==> src/rtl/i2c_pkg.sv <==
// Shared definitions for the I2C master address-phase transmitter.
package i2c_pkg;
  localparam int I2C_ADDR_W    = 7;
  localparam int I2C_ADDR_BITS = 8;  // address plus R/W
  localparam int I2C_QUARTERS  = 4;

  typedef enum logic [2:0] {
    M_IDLE,
    M_START,
    M_BIT,
    M_ACK,
    M_PARK,
    M_STOP
  } maddr_state_e;
endpackage

==> src/rtl/scl_quarter_timer.sv <==
// SCL quarter-period timebase: qcnt wraps every CLK_DIV cycles, phase walks q0..q3.
// With SCL_STRETCH_EN defined, q2 start holds until the synchronized SCL reads high.
module scl_quarter_timer
  import i2c_pkg::*;
#(
  parameter int CLK_DIV = 4
) (
  input  logic       FPGA_clk,
  input  logic       rst,
  input  logic       i_run,
  input  logic       i_clr,
  input  logic       i_stretch,
  input  logic       i_scl,
  output logic       o_qtick,
  output logic [1:0] o_phase
);
  localparam int QW = (CLK_DIV > 1) ? $clog2(CLK_DIV) : 1;

  logic [QW-1:0] r_qcnt;
  logic [1:0]    r_phase;
  logic          w_hold;

`ifdef SCL_STRETCH_EN
  logic [1:0] r_sync;
  always_ff @(posedge FPGA_clk or posedge rst) begin
    if (rst) r_sync <= 2'b11;
    else     r_sync <= {r_sync[0], i_scl};
  end
  // A slave may keep SCL low after we release it; wait for it to actually rise.
  assign w_hold = i_stretch && (r_phase == 2'd2) && (r_qcnt == '0) && !r_sync[1];
`else
  logic w_unused_scl;
  assign w_unused_scl = i_scl ^ i_stretch;
  assign w_hold       = 1'b0;
`endif

  assign o_qtick = i_run && !w_hold && (r_qcnt == QW'(CLK_DIV - 1));
  assign o_phase = r_phase;

  always_ff @(posedge FPGA_clk or posedge rst) begin
    if (rst) begin
      r_qcnt  <= '0;
      r_phase <= '0;
    end else if (!i_run) begin
      r_qcnt  <= '0;
      r_phase <= '0;
    end else if (!w_hold) begin
      if (o_qtick) begin
        r_qcnt  <= '0;
        r_phase <= (i_clr || r_phase == 2'(I2C_QUARTERS - 1)) ? 2'd0 : r_phase + 2'd1;
      end else begin
        r_qcnt <= r_qcnt + QW'(1);
      end
    end
  end
endmodule

==> src/rtl/i2c_master_addr_tx.sv <==
// I2C master address phase: START, 8 bits MSB-first, ACK sample, then PARK or STOP.
// Optional macro SCL_STRETCH_EN enables slave clock stretching via SCL_in.
module i2c_master_addr_tx
  import i2c_pkg::*;
#(
  parameter int CLK_DIV = 4
) (
  input  logic                  FPGA_clk,
  input  logic                  rst,
  input  logic                  enable,
  input  logic [I2C_ADDR_W-1:0] I2C_addr,
  input  logic                  rw,
  input  logic                  stop_req,
  input  logic                  SDA_in,
  input  logic                  SCL_in,
  output logic                  SCL_oe,
  output logic                  SDA_oe,
  output logic                  busy,
  output logic                  done,
  output logic                  acked
);
  maddr_state_e             r_state, w_next;
  logic [I2C_ADDR_BITS-1:0] r_shreg;
  logic [3:0]               r_bitcnt;
  logic                     r_acked, r_done;
  logic                     w_qtick, w_clr, w_run, w_stretch, w_qend;
  logic [1:0]               w_phase;

  assign w_run     = (r_state == M_START) || (r_state == M_BIT) ||
                     (r_state == M_ACK)   || (r_state == M_STOP);
  assign w_stretch = (r_state == M_BIT) || (r_state == M_ACK) || (r_state == M_STOP);
  assign w_qend    = w_qtick && (w_phase == 2'd3);

  scl_quarter_timer #(.CLK_DIV(CLK_DIV)) u_timer (
    .FPGA_clk  (FPGA_clk),
    .rst       (rst),
    .i_run     (w_run),
    .i_clr     (w_clr),
    .i_stretch (w_stretch),
    .i_scl     (SCL_in),
    .o_qtick   (w_qtick),
    .o_phase   (w_phase)
  );

  assign busy  = (r_state != M_IDLE);
  assign done  = r_done;
  assign acked = r_acked;

  always_comb begin
    w_next = r_state;
    SCL_oe = 1'b0;
    SDA_oe = 1'b0;
    w_clr  = 1'b0;
    unique case (r_state)
      M_IDLE:  if (enable) w_next = M_START;
      M_START: begin
        SDA_oe = 1'b1;
        // START is only two quarters; realign the phase so BIT begins at q0
        if (w_qtick && w_phase == 2'd1) begin
          w_clr  = 1'b1;
          w_next = M_BIT;
        end
      end
      M_BIT: begin
        SCL_oe = (w_phase < 2'd2);
        SDA_oe = ~r_shreg[I2C_ADDR_BITS-1];
        if (w_qend && r_bitcnt == 4'(I2C_ADDR_BITS - 1)) w_next = M_ACK;
      end
      M_ACK: begin
        SCL_oe = (w_phase < 2'd2);
        if (w_qend) w_next = r_acked ? M_PARK : M_STOP;
      end
      M_PARK: begin
        SCL_oe = 1'b1;
        if (stop_req) w_next = M_STOP;
      end
      M_STOP: begin
        SCL_oe = (w_phase < 2'd2);
        SDA_oe = (w_phase != 2'd3);
        if (w_qend) w_next = M_IDLE;
      end
      default: w_next = M_IDLE;
    endcase
  end

  always_ff @(posedge FPGA_clk or posedge rst) begin
    if (rst) begin
      r_state  <= M_IDLE;
      r_shreg  <= '0;
      r_bitcnt <= '0;
      r_acked  <= 1'b0;
      r_done   <= 1'b0;
    end else begin
      r_state <= w_next;
      r_done  <= (r_state == M_ACK) && w_qend;
      case (r_state)
        M_IDLE: if (enable) begin
          r_shreg  <= {I2C_addr, rw};
          r_bitcnt <= '0;
          r_acked  <= 1'b0;
        end
        M_BIT: if (w_qend) begin
          r_shreg  <= {r_shreg[I2C_ADDR_BITS-2:0], 1'b0};
          r_bitcnt <= r_bitcnt + 4'd1;
        end
        // sample at the end of q2, while SCL is high
        M_ACK: if (w_qtick && w_phase == 2'd2) r_acked <= ~SDA_in;
        default: ;
      endcase
    end
  end
endmodule

==> config.mk <==
export PLATFORM = sky130hd
export DESIGN_NAME = i2c_master_addr_tx
export DESIGN_NICKNAME = d
export VERILOG_FILES = /design/src/rtl/i2c_pkg.sv /design/src/rtl/scl_quarter_timer.sv /design/src/rtl/i2c_master_addr_tx.sv
export SDC_FILE = /design/constraint.sdc
export NUM_CORES = 1
export LEC_CHECK = 0
export CORE_MARGIN = 2
export CORE_UTILIZATION = 40
export DETAILED_ROUTE_END_ITERATION = 8
export GPL_TIMING_DRIVEN = 0
export PLACE_DENSITY = 0.68
export SLEW_MARGIN = 20
export SYNTH_ARGS = -nofsm -noshare
export SYNTH_HDL_FRONTEND = slang
export SYNTH_SLANG_ARGS = --single-unit
==> constraint.sdc <==
create_clock -name FPGA_clk -period 2.2 [get_ports FPGA_clk]
set_clock_uncertainty 0.1 [all_clocks]
set_input_delay 0.55 -clock FPGA_clk [delete_from_list [all_inputs] [get_ports FPGA_clk]]
set_output_delay 0.55 -clock FPGA_clk [all_outputs]
set_load 0.05 [all_outputs]
==> run metrics <==
maximum number of pins on one net before global-route repair=22; cell count of the worst hold path=1; unrepaired setup endpoints after global routing=yes; area growth from synthesis to layout=30.1%; routing usage on met1=0.204; buffer levels on the longest clock path=2; minimum clock period=2190 ps; average instance area after synthesis=10.5 um^2; PortBufs=17; source of the worst hold timing path=u_timer.r_qcnt[0]; switching part of the total=0.232; peak supply drop=0.201 mV; area of the die=0.00363 mm^2; final hold viol count=0; Setup crit start=r_state[1]; root buffer cell=sky130_fd_sc_hd__clkbuf_4; Post-Route Hold Slack=349 ps; met3 track demand over resource=0.0195; synthesized flop and latch total=21; share of flip-flops with an asynchronous set or reset after synthesis=1.00; Rel. slew slack=0.468; core area=0.00303 mm^2; Tot GR Track Use=0.164; number of max-slew violations in the final report=0; proportion of power drawn by flip-flops and latches=0.617; initial antenna violation count=0; number of vias per cell=5.26; DRT iter0 DRCs=31; net switching component of the power=148 uW; chip width=60.3 um; CTS tree=done; first-pass detailed-route iteration total=4; global-route wire length before repair=4450 um; number of antenna repair diodes=0; Critical Path Source Type=register; grt peak-use layer=met2; GRT met2 Usage=0.286; post-route cell area=0.00165 mm^2; top-level I/O count=19; CP Capture Type=primary output; clock buffer count from CTS=3; R2R depth=5; number of remaining DRC errors=0; register area share after synthesis=0.415; maximum operating frequency=456 MHz; number of hold buffers added after cts=0; terminus of the critical flop-to-flop path=r_shreg[7]; cell area after placement=0.00150 mm^2; sinks on the clock net=21; sum of negative setup slack=0 ps; Post-layout nets=172; total chip power=639 uW; Worst Hold End=u_timer.r_qcnt[0]; post-detailed-route wirelength per cell=13.8 um; part of the cycle the worst path needs=0.996; global-route congestion overflow total=0; EDFF count, synth=0; clock network fraction of total power=0.299; type of the most critical hold path=register to register; CTS H-tree lvls=1; slack of the worst reg-to-reg path=260 ps; gp weighted congestion=0.888; leak pwr=0.000732 uW; warnings from Yosys=0; worst r2r src=r_state[2]; routed wire length=2710 um; ratio of cells with drive above 1 in the final layout=0.329; logic gate share of total power=0.083; total number of placement rows=20; Power Dens Cells=388 mW/mm^2; path type of the worst setup path=register to primary output; clock input transition at the sequential cells of the worst setup and hold paths=120 ps; required arrival time at the worst endpoint=1550 ps; Worst Tran Pin Value=797 ps; final-layout fill cell count=266; Distinct cells, synth=42; arrival time reported for the critical path endpoint=1540 ps; starting density of the core=0.418; peak fanout along the critical path=7; count of antenna-violating nets left after detailed routing=0; post-synthesis net count=140; Post-Synthesis Cell Area=0.00127 mm^2; internal power=490 uW; run status=finished, final reports clean; detailed-route via count=1031; Die H=60.3 um; Post-synth top flop=sky130_fd_sc_hd__dfrtp_1; most common cell after layout, fill and taps aside=sky130_fd_sc_hd__dfrtp_1; Synth Instances=121; post-detailed-placement half-perimeter wirelength=1860 um; number of global-route vias before repair=1031; count of final setup violators=0; clock latency on the worst-skew pair=310 ps; commonest cells after routing, fill and taps aside=sky130_fd_sc_hd__dfrtp_1 (18), sky130_fd_sc_hd__mux2_2 (15), sky130_fd_sc_hd__clkdlybuf4s50_1 (13), sky130_fd_sc_hd__buf_4 (12), sky130_fd_sc_hd__inv_1 (7); Maximum Capacitance Violations=0
-- cell families after synthesis --
kind of cell | count (synthesis) | synth area share
and+or+nand+nor | 33 | 0.160
DFF | 21 | 0.415
AOI/OAI and AO/OA | 32 | 0.181
buffers and inverters | 14 | 0.0534
adders and majority gates | 5 | 0.0494
muxes | 16 | 0.141
-- cell type report --
type / count / area [um^2] / area share
Tap cell: 44 / 55.1 / 0.0334
Clock inverter: 1 / 5.00 / 0.00304
Clock buffer: 3 / 22.5 / 0.0137
Inverter: 7 / 26.3 / 0.0159
Timing Repair Buffer: 28 / 263 / 0.159
Sequential cell: 21 / 529 / 0.321
Buffer: 6 / 48.8 / 0.0296
Multi-Input combinational cell: 86 / 698 / 0.424
-- worst max-delay path: stages, from the launching register on --
cell and delay, ps:
sky130_fd_sc_hd__dfrtp_2 470, sky130_fd_sc_hd__buf_6 150, sky130_fd_sc_hd__buf_8 130, sky130_fd_sc_hd__or3_4 330, sky130_fd_sc_hd__buf_8 160
-- metrics by stage --
stage                      util  setup WS [ps]  instances
after detailed placement  0.496           -399        182
after global placement    0.496           -393        182
after CTS                 0.536          -28.8        194
after global routing      0.544          -27.7        196
after floorplan               -           8.91        121
final                     0.544           7.80        196
-- Yosys cell counts (2+ instances only) --
cell type,instances,area share
sky130_fd_sc_hd__dfrtp_1,21,0.42
sky130_fd_sc_hd__mux2_2,15,0.13
sky130_fd_sc_hd__inv_1,7,0.021
sky130_fd_sc_hd__a21oi_1,6,0.024
sky130_fd_sc_hd__buf_2,6,0.024
sky130_fd_sc_hd__nor2_1,6,0.018
sky130_fd_sc_hd__ha_1,5,0.049
sky130_fd_sc_hd__nand2_1,5,0.015
sky130_fd_sc_hd__o21ai_0,5,0.020
sky130_fd_sc_hd__nand3_1,4,0.016
sky130_fd_sc_hd__nand2b_1,3,0.015
sky130_fd_sc_hd__a21o_1,2,0.012
sky130_fd_sc_hd__a31oi_1,2,0.0099
sky130_fd_sc_hd__nor2b_1,2,0.0099
sky130_fd_sc_hd__o211ai_1,2,0.012
sky130_fd_sc_hd__o22ai_1,2,0.0099
sky130_fd_sc_hd__o31ai_1,2,0.012
sky130_fd_sc_hd__or3b_1,2,0.014
-- routing by layer --
metal  part of all wire  wire length (um)
met4              0.016                42
met5                  0                 0
met2               0.51              1370
met3              0.029                78
met1               0.45              1220
-- worst max path at each step --
stage              to  slack [ps]  cells past startpoint
6_report         busy           8                      4
5_1_grt          busy         -30                      4
4_1_cts          busy         -30                      5
3_5_place_dp   SDA_oe        -400                      6
3_3_place_gp   SDA_oe        -390                      6
2_1_floorplan  SCL_oe           9                      4
-- registers in the layout, indices dropped and copies added, names as in the netlist --
register         cells
r_state              3
done                 1
r_shreg              8
u_timer.r_qcnt       2
r_bitcnt             4
acked                1
u_timer.o_phase      2
-- what timing repair did --
action | 4_1_cts | 5_1_grt
endpoints found under the setup margin | 3 | 4
pin swaps | 0 | 0
buffers inserted | 8 | 3
gates cloned | 0 | 0
hold endpoints to repair | 0 | 0
gates resized for setup | 31 | 6
-- power by group through the flow --
stage	clock, uW	combinational (uW)	sequential [uW]
after global routing	213	57.8	395
after global placement	0	52.9	401
after floorplan	0	21.2	404
final	191	53.3	394
after CTS	196	54.8	394
after detailed placement	0	54.1	402
Note: power is estimated with default switching activity, not from simulation.
